**src/rtl/rr_arb_pkg.sv**
```systemverilog
// Shared types and helpers for the round-robin grant scheduler.
// State encoding, default sizing and the one-hot grant helper.
package rr_arb_pkg;

  localparam int unsigned DEFAULT_N        = 3;
  localparam int unsigned DEFAULT_HOLD_MAX = 8;
  localparam int unsigned MAX_N            = 8;

  typedef enum logic [1:0] {
    IDLE    = 2'b00,
    GRANT   = 2'b01,
    RELEASE = 2'b10
  } state_e;

  // One-hot vector for a requester index; callers truncate to N bits.
  function automatic logic [MAX_N-1:0] onehot(input logic [2:0] idx);
    onehot = MAX_N'(1) << idx;
  endfunction

endpackage

```
**src/rtl/rr_grant_scheduler_if.sv**
```systemverilog
// Request/grant bus between the requesting FSMs and the scheduler.
// master = requester side, slave = scheduler side.
interface rr_grant_scheduler_if #(
  parameter int unsigned N = rr_arb_pkg::DEFAULT_N
);

  localparam int unsigned IDW = $clog2(N);

  logic [N-1:0]   req;
  logic [N-1:0]   grant;
  logic [IDW-1:0] owner_id;
  logic           busy;
  logic           timeout;

  modport master (
    output req,
    input  grant,
    input  owner_id,
    input  busy,
    input  timeout
  );

  modport slave (
    input  req,
    output grant,
    output owner_id,
    output busy,
    output timeout
  );

endinterface

```
**src/rtl/rr_pick.sv**
```systemverilog
// Combinational rotating-priority picker: first set req bit at or above ptr, mod N.
module rr_pick #(
  parameter int unsigned N = rr_arb_pkg::DEFAULT_N
) (
  input  logic [N-1:0]         req,
  input  logic [$clog2(N)-1:0] ptr,
  output logic                 valid,
  output logic [$clog2(N)-1:0] idx
);

  localparam int unsigned IDW = $clog2(N);

  int unsigned    cand;
  logic [IDW-1:0] cand_idx;

  always_comb begin
    valid    = 1'b0;
    idx      = '0;
    cand     = 0;
    cand_idx = '0;
    for (int unsigned i = 0; i < N; i++) begin
      cand = 32'(ptr) + i;
      if (cand >= N) cand = cand - N;
      cand_idx = IDW'(cand);
      if (!valid && req[cand_idx]) begin
        valid = 1'b1;
        idx   = cand_idx;
      end
    end
  end

endmodule

```
**src/rtl/rr_grant_scheduler.sv**
```systemverilog
// Round-robin grant scheduler with a one-cycle release gap between grants.
// Optional hold-limit preemption is compiled in with RR_GRANT_TIMEOUT_EN.
module rr_grant_scheduler
  import rr_arb_pkg::*;
#(
  parameter int unsigned N        = DEFAULT_N,
  parameter int unsigned HOLD_MAX = DEFAULT_HOLD_MAX
) (
  input  logic               clk,
  input  logic               reset,
  rr_grant_scheduler_if.slave bus
);

  localparam int unsigned IDW = $clog2(N);

  if (N < 2 || N > MAX_N) begin : g_bad_n
    $error("rr_grant_scheduler: N must be in 2..8");
  end
  if (HOLD_MAX < 1) begin : g_bad_hold
    $error("rr_grant_scheduler: HOLD_MAX must be at least 1");
  end

  state_e         state_q, state_d;
  logic [IDW-1:0] ptr_q, ptr_d;
  logic [IDW-1:0] owner_q, owner_d;
  logic [N-1:0]   grant_q, grant_d;
  logic [IDW-1:0] owner_id_q, owner_id_d;
  logic           busy_q, busy_d;
  logic [IDW-1:0] next_ptr;
  logic           pick_valid;
  logic [IDW-1:0] pick_idx;

`ifdef RR_GRANT_TIMEOUT_EN
  localparam int unsigned HW = $clog2(HOLD_MAX + 1);
  logic [HW-1:0] hold_q, hold_d;
  logic          timeout_q, timeout_d;
`endif

  rr_pick #(.N(N)) u_pick (
    .req   (bus.req),
    .ptr   (ptr_q),
    .valid (pick_valid),
    .idx   (pick_idx)
  );

  assign next_ptr = (owner_q == IDW'(N - 1)) ? '0 : owner_q + IDW'(1);

  // Next-state, pointer/owner update and registered output values.
  always_comb begin
    state_d = state_q;
    ptr_d   = ptr_q;
    owner_d = owner_q;
`ifdef RR_GRANT_TIMEOUT_EN
    hold_d    = hold_q;
    timeout_d = 1'b0;
`endif
    unique case (state_q)
      IDLE, RELEASE: begin
        if (pick_valid) begin
          state_d = GRANT;
          owner_d = pick_idx;
`ifdef RR_GRANT_TIMEOUT_EN
          hold_d  = '0;
`endif
        end else begin
          state_d = IDLE;
        end
      end
      GRANT: begin
        // An owner drop wins over a coincident hold-limit expiry.
        if (!bus.req[owner_q]) begin
          state_d = RELEASE;
          ptr_d   = next_ptr;
`ifdef RR_GRANT_TIMEOUT_EN
        end else if (hold_q == HW'(HOLD_MAX - 1)) begin
          state_d   = RELEASE;
          ptr_d     = next_ptr;
          timeout_d = 1'b1;
        end else begin
          hold_d = hold_q + HW'(1);
`endif
        end
      end
      default: state_d = IDLE;
    endcase

    grant_d    = (state_d == GRANT) ? N'(onehot(3'(owner_d))) : '0;
    owner_id_d = (state_d == GRANT) ? owner_d : '0;
    busy_d     = (state_d == GRANT);
  end

  always_ff @(posedge clk) begin
    if (reset) begin
      state_q    <= IDLE;
      ptr_q      <= '0;
      owner_q    <= '0;
      grant_q    <= '0;
      owner_id_q <= '0;
      busy_q     <= 1'b0;
`ifdef RR_GRANT_TIMEOUT_EN
      hold_q     <= '0;
      timeout_q  <= 1'b0;
`endif
    end else begin
      state_q    <= state_d;
      ptr_q      <= ptr_d;
      owner_q    <= owner_d;
      grant_q    <= grant_d;
      owner_id_q <= owner_id_d;
      busy_q     <= busy_d;
`ifdef RR_GRANT_TIMEOUT_EN
      hold_q     <= hold_d;
      timeout_q  <= timeout_d;
`endif
    end
  end

  assign bus.grant    = grant_q;
  assign bus.owner_id = owner_id_q;
  assign bus.busy     = busy_q;
`ifdef RR_GRANT_TIMEOUT_EN
  assign bus.timeout  = timeout_q;
`else
  assign bus.timeout  = 1'b0;
`endif

endmodule

```
**src/flat_wrapper.sv**
```systemverilog
// flat-port wrapper written by rule: the top's interface ports become plain ports
module rr_grant_scheduler_flat import rr_arb_pkg::*;
#(
  parameter int unsigned N        = DEFAULT_N,
  parameter int unsigned HOLD_MAX = DEFAULT_HOLD_MAX
)
  (clk, reset, bus_req, bus_grant, bus_owner_id, bus_busy, bus_timeout);
  rr_grant_scheduler_if #(.N(N)) bus_i ();
  input  logic clk;
  input  logic reset;
  input wire logic [$bits(bus_i.req)-1:0] bus_req;
  output wire logic [$bits(bus_i.grant)-1:0] bus_grant;
  output wire logic [$bits(bus_i.owner_id)-1:0] bus_owner_id;
  output wire logic [$bits(bus_i.busy)-1:0] bus_busy;
  output wire logic [$bits(bus_i.timeout)-1:0] bus_timeout;
  assign bus_i.req = bus_req;
  assign bus_grant = bus_i.grant;
  assign bus_owner_id = bus_i.owner_id;
  assign bus_busy = bus_i.busy;
  assign bus_timeout = bus_i.timeout;
  rr_grant_scheduler #(.N(N), .HOLD_MAX(HOLD_MAX)) u_core (.clk(clk), .reset(reset), .bus(bus_i));
endmodule
```
**config.mk**
```make
export PLATFORM = sky130hd
export DESIGN_NAME = rr_grant_scheduler_flat
export DESIGN_NICKNAME = d
export VERILOG_FILES = /design/src/rtl/rr_arb_pkg.sv /design/src/rtl/rr_grant_scheduler_if.sv /design/src/rtl/rr_pick.sv /design/src/rtl/rr_grant_scheduler.sv /design/src/flat_wrapper.sv
export SDC_FILE = /design/constraint.sdc
export NUM_CORES = 1
export LEC_CHECK = 0
export ABC_AREA = 1
export CELL_PAD_IN_SITES_DETAIL_PLACEMENT = 0
export CELL_PAD_IN_SITES_GLOBAL_PLACEMENT = 1
export CORE_AREA = 2 2 49 51
export DETAILED_ROUTE_END_ITERATION = 7
export DIE_AREA = 0 0 51 53
export GPL_ROUTABILITY_DRIVEN = 1
export HOLD_SLACK_MARGIN = 0.05
export PLACE_DENSITY = 0.66
export SETUP_SLACK_MARGIN = 0.3
export SYNTH_ARGS = -nofsm -noshare
export SYNTH_HDL_FRONTEND = slang
export SYNTH_SLANG_ARGS = --single-unit
```
**constraint.sdc**
```tcl
create_clock -name clk -period 1.69 [get_ports clk]
set_input_delay 0.2535 -clock clk [delete_from_list [all_inputs] [get_ports clk]]
set_output_delay 0.2535 -clock clk [all_outputs]
set_load 0.005 [all_outputs]
```
==> results of run 1 <==
[state kept, by name (all words and copies together) (netlist names)]
name,flops
u_core.bus.grant,3
u_core.bus.owner_id,2
u_core.owner_q,2
u_core.ptr_q,2
u_core.state_q,2
u_core.bus.busy,1
[area by class of cell]
class | count | area share [%]
Inverter | 17 | 7.40
Sequential cell | 12 | 25.5
Clock buffer | 4 | 3.77
Multi-Input combinational cell | 67 | 43.1
Timing Repair Buffer | 18 | 16.6
Tap cell | 28 | 3.64
[power by group through the flow]
stage	clock (mW)	sequential (mW)	combinational (mW)
floorplan	0	0.434	0.539
global placement	0	0.431	0.769
detailed placement	0	0.432	0.768
CTS	0.231	0.427	0.885
global route	0.255	0.448	1.20
finish	0.220	0.433	1.07
[per-layer routing]
layer,vias to the layer above,wire (um),track usage (%)
li1,342,-,-
met5,-,0,0
met2,8,735,20.3
met3,2,48,1.98
met4,0,17,8.11
met1,284,630,15.8
[critical path, stage by stage (launching register included)]
cell and delay (ns):
dfxtp_4 0.36, inv_4 0.04, ha_4 0.29, inv_4 0.04, nand2_2 0.06, nand2_2 0.07, nand2_2 0.07, nand2_2 0.06
nor2_4 0.10, nand2_2 0.07, nand2_4 0.08, nand2_4 0.06, nand2_4 0.11, nor2_1 0.05
[cell families (layout without fill, tap and decap cells)]
group	Yosys count	count (layout)
simple gates	57	57
other cells	1	1
compound gates	7	7
flops	12	12
fa+ha+maj	2	2
buf+inv	18	39
[repair_timing]
item	in CTS	in global routing
gates resized for setup	9	22
buffers inserted	3	3
hold buffers	0	0
pin swaps	10	12
endpoints found under the setup margin	9	11
[cell usage in the layout (no fill, tap or decap), types with 2 or more instances in the layout]
cell             instances
dfxtp_1                 10
nand4_1                  2
inv_2                    4
nand3_1                  8
inv_4                    3
nand2_1                 15
nand2_4                  4
nor2_2                   3
a21oi_1                  2
nand2_2                 12
nor2_1                   9
clkbuf_4                 3
buf_4                    8
inv_1                   10
ha_4                     2
o21ai_0                  2
nand3_2                  2
clkdlybuf4s50_1         10
[final timing paths]
path	endpoint	slack (ns)	depth (start not counted)
hold reg to reg	u_core.ptr_q[1]	0.56	2
setup / recovery	u_core.bus.grant[2]	0.13	13
setup reg to reg	u_core.bus.grant[2]	0.13	13
hold / removal	u_core.ptr_q[1]	0.56	2
==> metrics, run 1 <==
fraction of registers with async set/reset 0%; Reg power frac 25.1%; switch share 42.1%; drt pass-1 iters 4; DP Area 787 um2; Core Area 0.00215 mm2; Worst EP arrival 1.72 ns; Most used DFF post-synth dfxtp_1; final WL 1430 um; Worst EP required 1.85 ns; Max Clock Skew 0.000222 ns; top-count cell post-synth nand2_1; total negative setup slack 0 ns; number of global-route vias before repair 614; Commonest cells post-synth 28 x nand2_1, 13 x inv_1, 12 x dfxtp_1; Worst R2R Start u_core.ptr_q[0]; Layout Area Growth over Synthesis 54.0%; crit path from u_core.ptr_q[0]; chip width 51 um; filler cell count in the final layout 237; synth warn 0; Avg Inst Size Synth 6.45 um2; grt total ovfl 0; Final setup viols 0; hold path start u_core.ptr_q[1]; Seq/Total Area, Yosys 38.4%; Seq cells post-synth 12; PortBufs 10; clock share of power 12.8%; VDD IR-drop max 0.913 mV; number of flops mapped to enable cells by yosys 0; initial detailed-routing violation count 5; Synth Area in Compound Gates 6.00%; Tcrit/Tclk final 92.2%; switching power 725 uW; internal power 996 uW; total CTS buffers 3; Die ar. 0.00270 mm2; run status finished clean; Root Driver clkbuf_4; Post-Synth Adder-Cell Area 4.00%; top-area cell type share of the netlist area 38.4%; Hold Slack 0.565 ns; RSZ-0062 raised after global routing true; first-pass GRT wire length 2570 um; largest family of logic cells by synthesized area simple AND/OR/NAND/NOR gates; Finished Cell Area 963 um2; DIE HEIGHT 53 um; Post-Layout Cell Count 146; Post-DP HPWL 1040 um; NumNets Final 126; Hold WC Path Type reg -> reg; f_max 642 MHz; Worst-Skew Late Latency 0.26 ns; Critical Path Sink Type flip-flop; critical path fanouts, max 6; PD cells 1790 mW/mm2; DRC viols 0; Worst-path clk slew 0.07 ns; static leakage 0.457 nW; Cell Area, Synth 626 um2; Avg WL per Cell 9.81 um; Overall Global Routing Usage 12.7%; initial antenna violation count 0; dpl cells 136; vias per cell 4.36; std cell rows 17; Syn Nets 104; Final ANT Viol Nets 0; Ports 12; multi-input logic area 415 um2; share of layout cells above drive strength 1 39.0%; final core occ 44.8%; GP Congestion 0.707; Via Count 636; post-synthesis simple-gate area fraction 39.6%; CTS tree built; Synth cell types 16; mux cell area share after synthesis 0%; pin count of the biggest net entering global routing 8; worst setup margin 0.133 ns; DP Worst Slack -0.00949 ns; CP Class reg -> reg; synthesized instance count 97; largest area contributor in the synthesized netlist dfxtp_1; final slew viol count 0; maxcap violations 0; total power 1.72 mW; Fin. Hold Viols 0; Critical Path Source Type flip-flop; Longest Clk Path Bufs 2; effective utilization at floorplan 29.1%; Synth area leaders dfxtp_1 38%, nand2_1 17%, nand3_1 8.0%; Final Critical Period 1.56 ns; register area 245 um2; Antenna diodes 0; CTS H-Tree Depth 1; CTS sink cnt 12; combinational group share of total power 62.1%; XOR/XNOR Fraction of Synth Area 0%
Power figures use the tool's default switching activity.
==> run 2, diff against run 1 <==
--- a/config.mk
+++ b/config.mk
@@ -9,11 +9,13 @@
 export CELL_PAD_IN_SITES_DETAIL_PLACEMENT = 0
 export CELL_PAD_IN_SITES_GLOBAL_PLACEMENT = 1
 export CORE_AREA = 2 2 49 51
+export CTS_BUF_LIST = sky130_fd_sc_hd__clkbuf_16
 export DETAILED_ROUTE_END_ITERATION = 7
 export DIE_AREA = 0 0 51 53
+export DONT_BUFFER_PORTS = 1
 export GPL_ROUTABILITY_DRIVEN = 1
 export HOLD_SLACK_MARGIN = 0.05
-export PLACE_DENSITY = 0.66
+export PLACE_DENSITY = 0.56
 export SETUP_SLACK_MARGIN = 0.3
 export SYNTH_ARGS = -nofsm -noshare
 export SYNTH_HDL_FRONTEND = slang
==> run 2 against run 1 <==
Clock power increased by 93%. Final cell count decreased by 10%. Setup slack got worse by 0.017 ns. Clock skew increased by 0.00099 ns. Largest power group unchanged. Count of clock-buffer cells in the layout decreased by 1. Hold slack got worse by 0.48 ns. Via count decreased by 8.5%. First-iteration DRC count increased by 100%.
==> metrics, run 2 (synthesized netlist as in run 1, its figures left out) <==
run status finished clean; PD cells 2050 mW/mm2 (+15%); Core Area 0.00215 mm2 (unchanged); number of global-route vias before repair 544 (-11%); Hold Slack 0.0828 ns (-0.482 ns); grt total ovfl 0 (unchanged); PortBufs 0 (-10); initial antenna violation count 0 (unchanged); Largest register FFs 3 (unchanged); share of layout cells above drive strength 1 29.1% (-9.9 points); Longest Clk Path Bufs 2 (unchanged); CTS tree built; first-pass GRT wire length 2390 um (-6.7%); total CTS buffers 3 (unchanged); std cell rows 17 (unchanged); VDD IR-drop max 0.762 mV (-17%); Fin. Hold Viols 0 (unchanged); DP Worst Slack 0.117 ns (+0.126 ns); Overall Global Routing Usage 12.8% (+0.083 points); worst-path cell chain inv_2, ha_4, inv_4, nand2_1, nand2_1, nand2_1, nand2_1, nor2_2, nand2_1, nand2_2, nand2_2, nand2_4, nor2_1; effective utilization at floorplan 29.1% (unchanged); Final ANT Viol Nets 0 (unchanged); Ports 12 (unchanged); Post-DP HPWL 1020 um (-2.1%); Avg WL per Cell 10.4 um (+5.8%); Antenna diodes 0 (unchanged); final slew viol count 0 (unchanged); Critical Path Sink Type flip-flop; DRC viols 0 (unchanged); CP bufs+invs 2 (unchanged); critical path fanouts, max 6 (unchanged); Via Count 582 (-8.5%); f_max 635 MHz (-1.1%); chip width 51 um (unchanged); Hold WC Path Type in -> reg; CP max stage delay 0.33 ns (-0.03 ns); Tcrit/Tclk final 93.2% (+1.0 points); Final setup viols 0 (unchanged); DIE HEIGHT 53 um (unchanged); CTS sink cnt 12 (unchanged); maxcap violations 0 (unchanged); final WL 1360 um (-5.0%); Layout Area Growth over Synthesis 28.6%; NumNets Final 111 (-12%); Critical Path Source Type flip-flop; Die ar. 0.00270 mm2 (unchanged); worst setup margin 0.116 ns (-0.0169 ns); most frequent cells in the layout 23 x nand2_1, 10 x inv_1, 10 x nand3_1, 10 x dfxtp_1, 8 x nor2_1; Final Critical Period 1.57 ns (+0.0169 ns); CP most frequent cell nand2_1; Max Clock Skew 0.00122 ns (+0.000994 ns); RSZ-0062 raised after global routing true; Worst EP required 1.82 ns (-0.03 ns); static leakage 0.397 nW (-13%); drt pass-1 iters 4 (unchanged); initial detailed-routing violation count 10 (+5); CP Class reg -> reg; CTS H-Tree Depth 1 (unchanged); Worst EP arrival 1.70 ns (-0.02 ns); Root Driver clkbuf_16; GP Congestion 0.769 (+8.7%); vias per cell 4.44 (+2.0%); Worst-Skew Late Latency 0.24 ns (-0.02 ns); Worst-path clk slew 0.04 ns (-0.03 ns); pin count of the biggest net entering global routing 8 (unchanged); slowest CP cell dfxtp_2; commonest non-fill, non-tap cell in the layout nand2_1; delay-heaviest family, CP simple AND/OR/NAND/NOR gates
## run 2: cell types whose count changed in the layout (fill, tap and decap cells not counted), moves of 3 or more
cell / change
clkdlybuf4s50_1: -10
nand2_1: +8
nand2_2: -6
buf_4: -5
clkbuf_16: +3
clkbuf_4: -3
## run 2: repair_timing
item / 4_1_cts / 5_1_grt
setup endpoints to repair: 9 / 9
resized for setup: 6 / 7
hold buffers: 0 / 0
setup buffers: 2 / 1
pin swaps: 13 / 9
## run 2: worst paths after layout
kind	slack (ns)	to	cells past startpoint	startpoint
max	0.12	u_core.bus.owner_id[0]	13	u_core.ptr_q[0]
min	0.08	u_core.owner_q[0]	1	reset
max reg2reg	0.12	u_core.bus.owner_id[0]	13	u_core.ptr_q[0]
min reg2reg	0.51	u_core.ptr_q[1]	2	u_core.ptr_q[1]
## run 2: routing by layer
layer  vias to the layer above  GRT usage, %  part of all wire (%)
li1                        308             -                     -
met1                       258          15.3                    45
met2                        14          18.6                    47
met3                         2          5.37                   7.0
met4                         0          8.11                   1.2
met5                         -             0                     0
## run 2: metrics by stage
stage | util, % | std cells | total power, mW | TNS (ns) | instance area [um2]
3_5_place_dp | 31.3 | 124 | 1.09 | 0 | 672
2_1_floorplan | - | 97 | 0.972 | 0 | 644
5_1_grt | 37.4 | 131 | 1.80 | -0.132 | 805
4_1_cts | 36.3 | 130 | 1.62 | 0 | 781
6_report | 37.4 | 131 | 1.65 | 0 | 805
3_3_place_gp | 31.3 | 124 | 1.11 | 0 | 672
## run 2: power breakdown
| group | internal, mW | switching (mW) | leakage (nW) |
|---|---|---|---|
| clock network | 0.310 | 0.113 | 0.0385 |
| registers | 0.387 | 0.0559 | 0.0994 |
| logic | 0.294 | 0.490 | 0.259 |
## run 2: layout make-up
cell class / instances / area [um2]
multi-input combinational: 67 / 359
sequential: 12 / 243
clock inverter: 1 / 3.75
timing repair buffer: 3 / 22.5
tap: 28 / 35.0
fill: 229 / 1340
clock buffer: 3 / 75.1
inverter: 17 / 66.3
